**src/rtl/clock_overlay_ctrl.sv**
```systemverilog
// Character-overlay controller: draws NUM_DIGITS BCD digits (plus optional colons) as
// 8x16 font-ROM glyphs at a fixed origin through a 3-stage registered pixel pipeline.
module clock_overlay_ctrl #(
  parameter int          NUM_DIGITS   = 6,
  parameter int          COLONS       = 1,
  parameter logic [9:0]  ORIGIN_X     = 10'd200,
  parameter logic [9:0]  ORIGIN_Y     = 10'd224,
  parameter logic [23:0] TEXT_COLOR   = 24'h00BF00,
  parameter logic [23:0] ALARM_COLOR  = 24'hBF0000,
  parameter logic [23:0] BG_COLOR     = 24'h000000,
  parameter int          BLINK_FRAMES = 30
) (
  input  logic                          disp_clock,
  input  logic                          reset,
  input  logic                          en,
  input  logic                          count_set,
  input  logic [$clog2(NUM_DIGITS)-1:0] set_digit,
  input  logic                          alarm,
  input  logic [4*NUM_DIGITS-1:0]       bcd_digits,
  input  logic                          valid_draw,
  input  logic                          v_blank,
  input  logic [9:0]                    h_pos,
  input  logic [9:0]                    v_pos,
  output logic [10:0]                   rom_addr,
  input  logic [7:0]                    rom_data,
  output logic [7:0]                    disp_red,
  output logic [7:0]                    disp_green,
  output logic [7:0]                    disp_blue
);

  localparam int          NUM_SLOTS = NUM_DIGITS + COLONS * (NUM_DIGITS / 2 - 1);
  localparam logic [10:0] X_END     = {1'b0, ORIGIN_X} + 11'(8 * NUM_SLOTS);
  localparam logic [10:0] Y_END     = {1'b0, ORIGIN_Y} + 11'd16;
  localparam logic [7:0]  FC_LAST   = 8'(BLINK_FRAMES - 1);

  // Digit index shown in a slot, or -1 for a colon slot (pairs from the MSB end).
  function automatic int slot_digit(int s);
    if (COLONS == 0) return NUM_DIGITS - 1 - s;
    if ((s % 3) == 2) return -1;
    return NUM_DIGITS - 1 - ((s / 3) * 2 + (s % 3));
  endfunction

  logic [6:0]           slot_code [NUM_SLOTS];
  logic [NUM_SLOTS-1:0] slot_sel;

  for (genvar s = 0; s < NUM_SLOTS; s++) begin : g_slot
    localparam int D  = slot_digit(s);
    localparam int DS = (D < 0) ? 0 : D;
    logic [3:0] nib;
    assign nib          = bcd_digits[4*DS +: 4];
    assign slot_code[s] = (D < 0) ? 7'h3A : (nib <= 4'd9) ? (7'h30 + {3'b000, nib}) : 7'h20;
    assign slot_sel[s]  = (D >= 0) && (int'(set_digit) == D);
  end

  logic [9:0] dx;
  logic [3:0] glyph_row;
  logic       in_box_c;
  logic [6:0] char_c;
  logic       sel_c;

  // Range check on the raw coordinates first so pixels left of/above the origin never wrap in.
  always_comb begin
    in_box_c  = (h_pos >= ORIGIN_X) && ({1'b0, h_pos} < X_END) &&
                (v_pos >= ORIGIN_Y) && ({1'b0, v_pos} < Y_END);
    dx        = h_pos - ORIGIN_X;
    glyph_row = v_pos[3:0] - ORIGIN_Y[3:0];
    char_c    = 7'h20;
    sel_c     = 1'b0;
    for (int s = 0; s < NUM_SLOTS; s++) begin
      if (dx[9:3] == 7'(s)) begin
        char_c = slot_code[s];
        sel_c  = slot_sel[s];
      end
    end
  end

  logic       s1_valid, s1_in_box, s1_sel, s1_en, s1_alarm, s1_set;
  logic [2:0] s1_col;
  logic       s2_valid, s2_in_box, s2_sel, s2_en, s2_alarm, s2_set;
  logic [2:0] s2_col;

  always_ff @(posedge disp_clock) begin
    if (reset) begin
      rom_addr  <= '0;
      s1_valid  <= 1'b0;
      s1_in_box <= 1'b0;
      s1_sel    <= 1'b0;
      s1_en     <= 1'b0;
      s1_alarm  <= 1'b0;
      s1_set    <= 1'b0;
      s1_col    <= '0;
      s2_valid  <= 1'b0;
      s2_in_box <= 1'b0;
      s2_sel    <= 1'b0;
      s2_en     <= 1'b0;
      s2_alarm  <= 1'b0;
      s2_set    <= 1'b0;
      s2_col    <= '0;
    end else begin
      rom_addr  <= in_box_c ? {char_c, glyph_row} : 11'd0;
      s1_valid  <= valid_draw;
      s1_in_box <= in_box_c;
      s1_sel    <= in_box_c & sel_c;
      s1_en     <= en;
      s1_alarm  <= alarm;
      s1_set    <= count_set;
      s1_col    <= dx[2:0];
      s2_valid  <= s1_valid;
      s2_in_box <= s1_in_box;
      s2_sel    <= s1_sel;
      s2_en     <= s1_en;
      s2_alarm  <= s1_alarm;
      s2_set    <= s1_set;
      s2_col    <= s1_col;
    end
  end

  logic       vb_q;
  logic [7:0] frame_cnt;
  logic       blink_phase;

  // A rising v_blank closes a frame; blink_phase flips every BLINK_FRAMES frames.
  always_ff @(posedge disp_clock) begin
    if (reset) begin
      vb_q        <= 1'b0;
      frame_cnt   <= '0;
      blink_phase <= 1'b1;
    end else begin
      vb_q <= v_blank;
      if (v_blank && !vb_q) begin
        if (frame_cnt == FC_LAST) begin
          frame_cnt   <= '0;
          blink_phase <= ~blink_phase;
        end else begin
          frame_cnt <= frame_cnt + 8'd1;
        end
      end
    end
  end

  logic [23:0] text_rgb, rgb_next, rgb_q;
  logic        visible, pixel_on;

  always_comb begin
    text_rgb = s2_alarm ? ALARM_COLOR : TEXT_COLOR;
    visible  = 1'b1;
    if (s2_alarm)               visible = blink_phase;
    else if (s2_set && s2_sel)  visible = blink_phase;
    pixel_on = s2_in_box & rom_data[3'd7 - s2_col] & visible;
    rgb_next = pixel_on ? text_rgb : BG_COLOR;
    if (!s2_en || !s2_valid) rgb_next = 24'h000000;
  end

  always_ff @(posedge disp_clock) begin
    if (reset) rgb_q <= '0;
    else       rgb_q <= rgb_next;
  end

  assign disp_red   = rgb_q[23:16];
  assign disp_green = rgb_q[15:8];
  assign disp_blue  = rgb_q[7:0];

endmodule
```
**config.mk**
```make
export PLATFORM = sky130hd
export DESIGN_NAME = clock_overlay_ctrl
export DESIGN_NICKNAME = d
export VERILOG_FILES = /design/src/rtl/clock_overlay_ctrl.sv
export SDC_FILE = /design/constraint.sdc
export NUM_CORES = 1
export LEC_CHECK = 0
export ABC_AREA = 1
export CAP_MARGIN = 15
export CORE_UTILIZATION = 55
export CTS_CLUSTER_DIAMETER = 100
export DETAILED_ROUTE_END_ITERATION = 7
export DONT_BUFFER_PORTS = 1
export MAX_ROUTING_LAYER = met4
export PLACE_DENSITY = 0.66
export SLEW_MARGIN = 10
export SYNTH_ARGS = -nofsm -noshare
export SYNTH_HDL_FRONTEND = slang
export SYNTH_SLANG_ARGS = --single-unit
```
**constraint.sdc**
```tcl
create_clock -name disp_clock -period 1.7 [get_ports disp_clock]
set_clock_uncertainty 0.15 [all_clocks]
set_input_delay 0.17 -clock disp_clock [delete_from_list [all_inputs] [get_ports disp_clock]]
set_output_delay 0.17 -clock disp_clock [all_outputs]
set_load 0.02 [all_outputs]
```
After elaboration in Yosys (flattened, before gate mapping)
Index checks and enable logic that the tools add are counted.
{"block": "classes", "eq_ne": 13, "reduce_logical": 14, "n_div": 0, "shifts": 0, "add_sub_neg": 9, "mul": 0, "bitwise_logic": 6, "magnitude_cmp": 11, "mux": 28}
{"cell": "7-bit two-way mux", "n": 14}
{"cell": "6-bit by 4-bit adder with 7-bit output, first input constant", "n": 6}
{"cell": "7-bit by 3-bit == test with 1-bit output, second input constant", "n": 4}
{"cell": "4-bit less-or-equal comparator, second input constant", "n": 6}
{"cell": "24-bit two-way mux", "n": 1}
{"cell": "10-bit by 8-bit greater-or-equal comparator with 1-bit output, second input constant", "n": 2}
{"cell": "7-bit by 2-bit == test with 1-bit output, second input constant", "n": 2}
{"cell": "3-bit == test, second input constant", "n": 4}
{"cell": "1-bit two-way mux", "n": 11}
{"cell": "10-bit by 8-bit < comparator with 1-bit output, second input constant", "n": 1}
{"cell": "10-bit by 9-bit < comparator with 1-bit output, second input constant", "n": 1}
{"cell": "10-bit by 8-bit subtractor with 10-bit output, second input constant", "n": 1}
{"cell": "8-bit by 1-bit adder with 8-bit output, second input constant", "n": 1}
{"cell": "8-bit by 5-bit == test with 1-bit output, second input constant", "n": 1}
{"cell": "8-bit two-way mux", "n": 1}
{"cell": "7-bit by 1-bit == test with 1-bit output, second input constant", "n": 1}
{"cell": "7-bit zero test", "n": 1}
{"cell": "1-bit logical AND", "n": 5}
{"cell": "3-bit by 4-bit < comparator with 1-bit output, second input constant", "n": 1}
{"cell": "1-bit AND", "n": 3}
{"cell": "1-bit binary-select mux with 3-bit select", "n": 1}
{"cell": "3-bit by 2-bit == test with 1-bit output, second input constant", "n": 1}
{"cell": "1-bit zero test", "n": 3}
{"cell": "3-bit zero test", "n": 1}
{"cell": "other kinds (6)", "n": 8}
{"block": "word_totals", "mem_count": 0, "in_bits": 62, "ff_bits": 63, "ram_bits": 0, "latchBits": 0, "rom_bits": 0, "output_inout_bits": 35}

Depth between registers and ports, before layout
Gate-level depths: netlist of the first run.
{"block": "logic_depth", "depth_word": 11, "depth_mapped": 16, "depth_no_buf": 16}

Worst setup path after synthesis of the first run
Ideal clock, no wire load.
{"block": "synth_path", "kind": "register -> register", "start": "reg vb_q", "end": "reg frame_cnt[7]", "t_required_ns": 1.435, "path_buffers": 0, "path_stages_with_launch": 8, "arrival_time_ns": 1.272, "period_less_slack_ns": 1.537, "setup_ns": 0.115, "setup_slack_ns": 0.163, "path_cell_list": "dfxtp_1 -> nor2_1 -> inv_1 -> nor2_1 -> nand3_1 -> nor3_1 -> a21oi_1 -> o21a_1"}
{"block": "synth_via", "elab_chain_cells": 2}
{"element": "from (decl)", "line_no": "118", "text": "logic vb_q;"}
{"element": "from (signal assigned)", "line_no": "129", "text": "vb_q <= v_blank;"}
{"element": "1-bit zero test", "line_no": "130", "text": "if (v_blank && !vb_q) begin"}
{"element": "1-bit logical AND", "line_no": "130"}
{"element": "to (signal assigned)", "line_no": "135", "text": "frame_cnt <= frame_cnt + 8'd1;"}
{"element": "to (decl)", "line_no": "119", "text": "logic [7:0] frame_cnt;"}
No other way between the ends.
A chain may end at the register's enable or synchronous reset.

Worst setup path after layout of the first run
{"block": "layout_path", "start": "in v_blank", "end": "reg frame_cnt[6]"}
{"block": "layout_via", "elab_chain_cells": 1}
{"element": "from (decl)", "line_no": "21", "text": "input logic v_blank,"}
{"element": "1-bit logical AND", "line_no": "130"}
No other way between the ends.

==> results of run 1 <==
per-layer routing:
metal | vias up | part of all wire
met5 | - | 0
met1 | 857 | 0.42
li1 | 1059 | -
met3 | 8 | 0.071
met2 | 62 | 0.49
met4 | 0 | 0.013
metrics by stage:
step	cell area [sq um]	TNS, ns	total power [uW]
3_5_place_dp	2270	-0.102	1170
2_1_floorplan	2300	0	1160
6_report	2600	0	1930
4_1_cts	2590	0	1960
3_3_place_gp	2270	-0.168	1170
5_1_grt	2600	-0.0202	2020
repair_timing:
action	in CTS	in global routing
endpoints found under the setup margin	0	10
hold buffers	21	0
setup buffers	0	0
resized for setup	0	4
endpoints found under the hold margin	28	0
Yosys cell counts (3+ instances only):
cell	count	area (sq um)
a21oi_1	3	15.0
buf_4	23	173
dfxtp_1	40	801
inv_1	70	263
inv_2	3	11.3
nand2_1	58	218
nand3_1	26	130
nand4_1	9	56.3
nor2_1	54	203
nor2_4	3	33.8
nor3_1	4	20.0
nor4_1	3	18.8
o21ai_0	13	65.1
final cells by class:
type,instances,area [sq um]
flip-flops and latches,40,801
clock buffers,6,72.6
repair buffers,33,303
clock inverters,2,35.0
well taps,48,60.1
inverters,74,279
multi-input cells,210,1050
fillers,365,1200
path summary, 6_finish.rpt:
kind                                           startpoint                   endpoint  slack (ns)  cells after the start
worst min-delay path                         set_digit[1]          s1_sel$_SDFF_PP0_        0.03                      4
worst max-delay path                              v_blank  frame_cnt[6]$_SDFFE_PP0P_        0.13                     10
worst max register to register  frame_cnt[1]$_SDFFE_PP0P_  frame_cnt[1]$_SDFFE_PP0P_        0.13                      8
worst min register to register          s1_set$_SDFF_PP0_          s2_set$_SDFF_PP0_        0.25                      2
registers in the layout (all words and copies together), names as in the netlist, 2 cells and up:
| signal | count |
|---|---|
| rom_addr | 10 |
| frame_cnt | 8 |
| s1_col | 3 |
| s2_col | 3 |
| rgb_q | 2 |
worst register-to-register path: stages, from the launching register on:
cell,delay (ns)
dfxtp_1,0.34
inv_1,0.06
ha_1,0.13
inv_1,0.04
nor4_1,0.33
nand2_1,0.12
nand2_1,0.12
buf_4,0.13
a211oi_1,0.04
cell families after synthesis:
kind of cell    count (synthesis)  share of synthesized area
xor+xnor                        4                     0.0155
simple gates                  166                      0.336
buf+inv                        99                      0.203
mux                             1                    0.00442
other cells                     1                    0.00166
flops                          40                      0.354
compound gates                 26                     0.0741
fa+ha+maj                       2                     0.0111
power groups by stage:
stage / clock [uW] / combinational (uW) / sequential, uW
2_1_floorplan: 0 / 168 / 990
3_3_place_gp: 0 / 177 / 991
3_5_place_dp: 0 / 179 / 991
4_1_cts: 770 / 225 / 969
5_1_grt: 799 / 253 / 972
6_report: 740 / 226 / 969
==> qor.txt, run 1 <==
Period Utilization, post-route: 0.923
CP Class: input port to flop
RePlAce Congestion: 0.949
vias in the first global route: 1,806
CTS tree: yes
TritonRoute pass-1 iters: 4
Hold Crit Class: input port to flop
initial core utilization: 0.596
Placed Instances: 384
met3 GRT Util: 0.0655
routed len/inst: 10.5 um
Synth Instances: 339
# IOs: 97
row cnt: 22
max_cap viols: 0
Final nets: 428
f_max: 637 MHz
ys async rst share: 0
Max IR drop VDD: 0.353 mV
Post-Layout Cell Count: 413
cell mode on critical path: inv_1
PwrDens: 743 nW/um^2
Internal: 1490 uW
clk sinks: 40
Synth cell types: 36
Gate power share: 0.117
via/cell ratio: 4.81
Psw: 447 uW
Max-Slew Margin vs Limit: 0.568
htree depth: 2
P_leak: 0.00131 uW
Die Y: 66.1 um
post-route ant nets: 0
Slew Viols, Final: 0
most frequent cells in the layout: inv_1 (70), nand2_1 (58), nor2_1 (53)
cell family with most CP delay: buffers and inverters
P&R area growth vs syn: 15.0%
die footprint: 4370 sq um
Post-synth EDFFs: 0
critical path's slowest cell: dlygate4sd3_1
global-route met2 utilization: 0.380
global-route wire length before repair: 7.02 mm
layout cell share with drive strength beyond 1: 0.107
commonest non-fill, non-tap cell in the layout: inv_1
prevailing post-synth register cell: dfxtp_1
post-place setup slack: -0.0897 ns
hold slack final: 0.0276 ns
status: complete, no violations
final hold vios: 0
clock tree buffer depth: 2
Worst EP arrival: 1.56 ns
min cycle time layout: 1.57 ns
Core Footprint: 3800 sq um
Worst Path Required: 1.69 ns
pin count of the biggest net entering global routing: 20
clock share of power: 0.382
# DRC: 0
final WL: 4.34 mm
Setup-failing EPs final: 0
Vias: 1,986
Critical path buffers and inverters: 4
n_diodes: 0
Clock Latency Late Sink: 0.28 ns
# port buffers: 0
DIE WIDTH: 66.1 um
Mean Syn Cell Area: 6.67 sq um
initial antenna violation count: 0
CP max stage delay: 0.53 ns
GRT met1 Usage: 0.225
total grt overflow: 0
Sw Share: 0.231
Root Driver: clkbuf_8
crit end category: flop
Core Util, Final: 0.685
CP Launch Type: input port
synthesized flop and latch total: 40
GRT busiest layer: met2
Flop pwr share: 0.501
GRT Util Overall: 0.215
Detail Placement HPWL: 3.35 mm
PnR worst setup slack: 0.131 ns
crit path max fanout: 3
cts bufs inserted: 5
sequential area share after synthesis: 0.354
CP cell instances: dlygate4sd3_1 -> inv_1 -> nor2_1 -> inv_1 -> nor3_2 -> inv_1 -> nor2_2 -> nand2_1 -> xor2_1 -> nor2_1
slew of the pin with the lowest slew margin: 0.648 ns
mapped cell area: 2260 sq um
number of DRC markers in iteration 0: 73
Ys Warns: 0
clock-pin transition on the worst setup and hold timing paths: 0.07 ns
Note: power is estimated with default switching activity, not from simulation.
==> run 2, diff against run 1 <==
--- a/config.mk
+++ b/config.mk
@@ -13,6 +13,7 @@
 export DONT_BUFFER_PORTS = 1
 export MAX_ROUTING_LAYER = met4
 export PLACE_DENSITY = 0.66
+export REMOVE_ABC_BUFFERS = 1
 export SLEW_MARGIN = 10
 export SYNTH_ARGS = -nofsm -noshare
 export SYNTH_HDL_FRONTEND = slang
==> run 2 against run 1 <==
Net effect:
- combinational power shrank 3%
- critical path depth shrank 3
- clock power is 8.4% higher
- maximum frequency is 0.31% lower
- count of clock-buffer cells in the layout unchanged
- global-route usage is 1.5 points higher
- flip-flop and latch count unchanged
- final area fell by 0.48%
- sequential share of layout area increased by 0.15 points
- critical path type is now flop to flop
- highest routed layer unchanged
==> qor.txt, run 2 (synthesis gave the netlist of run 1 again) <==
fin area: 2590 sq um (-0.48%)
via/cell ratio: 4.71 (-2.0%)
# DRC: 0 (unchanged)
Internal: 1530 uW (+2.6%)
PwrDens: 769 nW/um^2 (+3.5%)
n_diodes: 0 (unchanged)
pin count of the biggest net entering global routing: 20 (unchanged)
global-route wire length before repair: 7.42 mm (+5.7%)
clock-pin transition on the worst setup and hold timing paths: 0.07 ns (about the same)
commonest non-fill, non-tap cell in the layout: inv_1
GRT Util Overall: 0.231 (+0.0154)
initial core utilization: 0.596 (unchanged)
crit path max fanout: 4 (+1)
initial antenna violation count: 0 (unchanged)
most frequent cells in the layout: inv_1 (70), nand2_1 (58), nor2_1 (51)
Root Driver: clkbuf_8
CP max stage delay: 0.39 ns (-0.14 ns)
Reg with most FFs: rom_addr
Detail Placement HPWL: 3.22 mm (-4.0%)
CP cell instances: ha_1 -> inv_1 -> nor4_2 -> nand2_1 -> nand2_1 -> buf_4 -> nor3_1
min cycle time layout: 1.57 ns (+0.00490 ns)
Setup-failing EPs final: 0 (unchanged)
RePlAce Congestion: 0.879 (-7.3%)
launching point of the worst reg2reg path: frame_cnt[0]$_SDFFE_PP0P_
R2R Path End: frame_cnt[4]$_SDFFE_PP0P_
Worst EP arrival: 1.61 ns (+0.05 ns)
Core Footprint: 3800 sq um (unchanged)
clk sinks: 40 (unchanged)
Hold Startpoint: v_pos[4]
fillcell total: 356 (-2.5%)
final hold vios: 0 (unchanged)
Hold Crit Class: input port to flop
Die Y: 66.1 um (unchanged)
Sw Share: 0.233 (+0.00256)
CP Launch Type: flop
post-route ant nets: 0 (unchanged)
max_cap viols: 0 (unchanged)
Psw: 465 uW (+4.1%)
P&R area growth vs syn: 14.5%
vias in the first global route: 1,890 (+4.7%)
clock share of power: 0.402 (+0.020)
Final nets: 423 (-1.2%)
# IOs: 97 (unchanged)
hold slack final: 0.00291 ns (-0.0247 ns)
Gate power share: 0.110 (-0.007)
multi-input logic area: 1060 sq um (+1.1%)
TritonRoute pass-1 iters: 4 (unchanged)
hold depth: 3 (-1)
total grt overflow: 0 (unchanged)
Max IR drop VDD: 0.348 mV (-1.4%)
critical path's slowest cell: dfxtp_1
worst r2r path cells: 7 (-1)
Hold EP: rom_addr[9]$_SDFF_PP0_
htree depth: 2 (unchanged)
Worst Path Required: 1.74 ns (+0.05 ns)
number of DRC markers in iteration 0: 72 (-1.4%)
final WL: 4.40 mm (+1.4%)
# port buffers: 0 (unchanged)
Clock Latency Late Sink: 0.29 ns (about the same)
DIE WIDTH: 66.1 um (unchanged)
cts bufs inserted: 5 (unchanged)
crit end category: flop
Period Utilization, post-route: 0.926 (+0.00288)
CP Class: flop to flop
Flop pwr share: 0.487 (-0.014)
status: complete, no violations
P_leak: 0.00129 uW (-1.3%)
die footprint: 4370 sq um (unchanged)
layout cell share with drive strength beyond 1: 0.106 (-0.00129)
routed len/inst: 10.8 um (+2.6%)
cell mode on critical path: nand2_1
clock tree buffer depth: 2 (unchanged)
slew of the pin with the lowest slew margin: 0.648 ns (-0.000347 ns)
CTS tree: yes
Max-Slew Margin vs Limit: 0.568 (about the same)
Vias: 1,923 (-3.2%)
R2R Setup Slk: 0.13 ns (about the same)
Largest regs: rom_addr x10, frame_cnt x8
row cnt: 22 (unchanged)
max FFs per register: 10 (unchanged)
Slew Viols, Final: 0 (unchanged)
f_max: 635 MHz (-0.31%)
Sequential Area: 801 sq um (unchanged)
Area after DPL: 2230 sq um (-1.7%)
## run 2: power by group through the flow
stage	combinational [uW]	sequential, uW	clock [uW]
2_1_floorplan	144	990	0
3_3_place_gp	171	992	0
3_5_place_dp	170	992	0
4_1_cts	216	970	818
5_1_grt	250	973	863
6_report	220	971	802
## run 2: per-stage QoR
| step | cells | power (uW) | TNS [ns] | utilization | worst slack (ns) |
|---|---|---|---|---|---|
| floorplan | 324 | 1130 | 0 | - | 0.163 |
| global placement | 379 | 1160 | -0.0845 | 0.588 | -0.0711 |
| detailed placement | 379 | 1160 | -0.0156 | 0.588 | -0.0156 |
| CTS | 408 | 2000 | 0 | 0.675 | 0.0387 |
| global route | 408 | 2090 | -0.00269 | 0.682 | -0.00269 |
| finish | 408 | 1990 | 0 | 0.682 | 0.126 |
## run 2: final cells by class
class                   instances  area share
clock buffers                   6      0.0319
flip-flops and latches         40       0.309
inverters                      74       0.108
well taps                      48      0.0232
clock inverters                 2      0.0150
repair buffers                 28       0.102
multi-input cells             210       0.411
## run 2: layer usage
metal  GRT usage  up-vias  share of wire  wire, um
met5           -        -              0         0
met2       0.436       71           0.52      2310
li1            -     1049              -         -
met4      0.0851        0          0.016        72
met1       0.225      790           0.39      1730
met3      0.0569       13          0.067       297
## run 2: worst max path at each step
stage,startpoint,endpoint,slack [ns],cells after the start
finish,frame_cnt[0]$_SDFFE_PP0P_,frame_cnt[4]$_SDFFE_PP0P_,0.13,7
global route,frame_cnt[0]$_SDFFE_PP0P_,frame_cnt[7]$_SDFFE_PP0P_,-0.003,7
floorplan,vb_q$_SDFF_PP0_,frame_cnt[7]$_SDFFE_PP0P_,0.16,7
global placement,h_pos[4],rom_addr[6]$_SDFF_PP0_,-0.07,14
CTS,v_blank,frame_cnt[7]$_SDFFE_PP0P_,0.04,9
detailed placement,h_pos[4],rom_addr[6]$_SDFF_PP0_,-0.02,14
## run 2: what timing repair did
| action | in CTS | in global routing |
|---|---|---|
| setup buffers | 0 | 0 |
| endpoints found under the hold margin | 29 | 0 |
| hold buffers | 21 | 0 |
| endpoints found under the setup margin | 0 | 7 |
| gates resized for setup | 0 | 7 |
## run 2: critical path: cells and delay by family, from the launching register on
family / cells / cell delay [ns]
flops: 1 / 0.39
fa+ha+maj: 1 / 0.16
simple gates: 4 / 0.59
buf+inv: 2 / 0.19
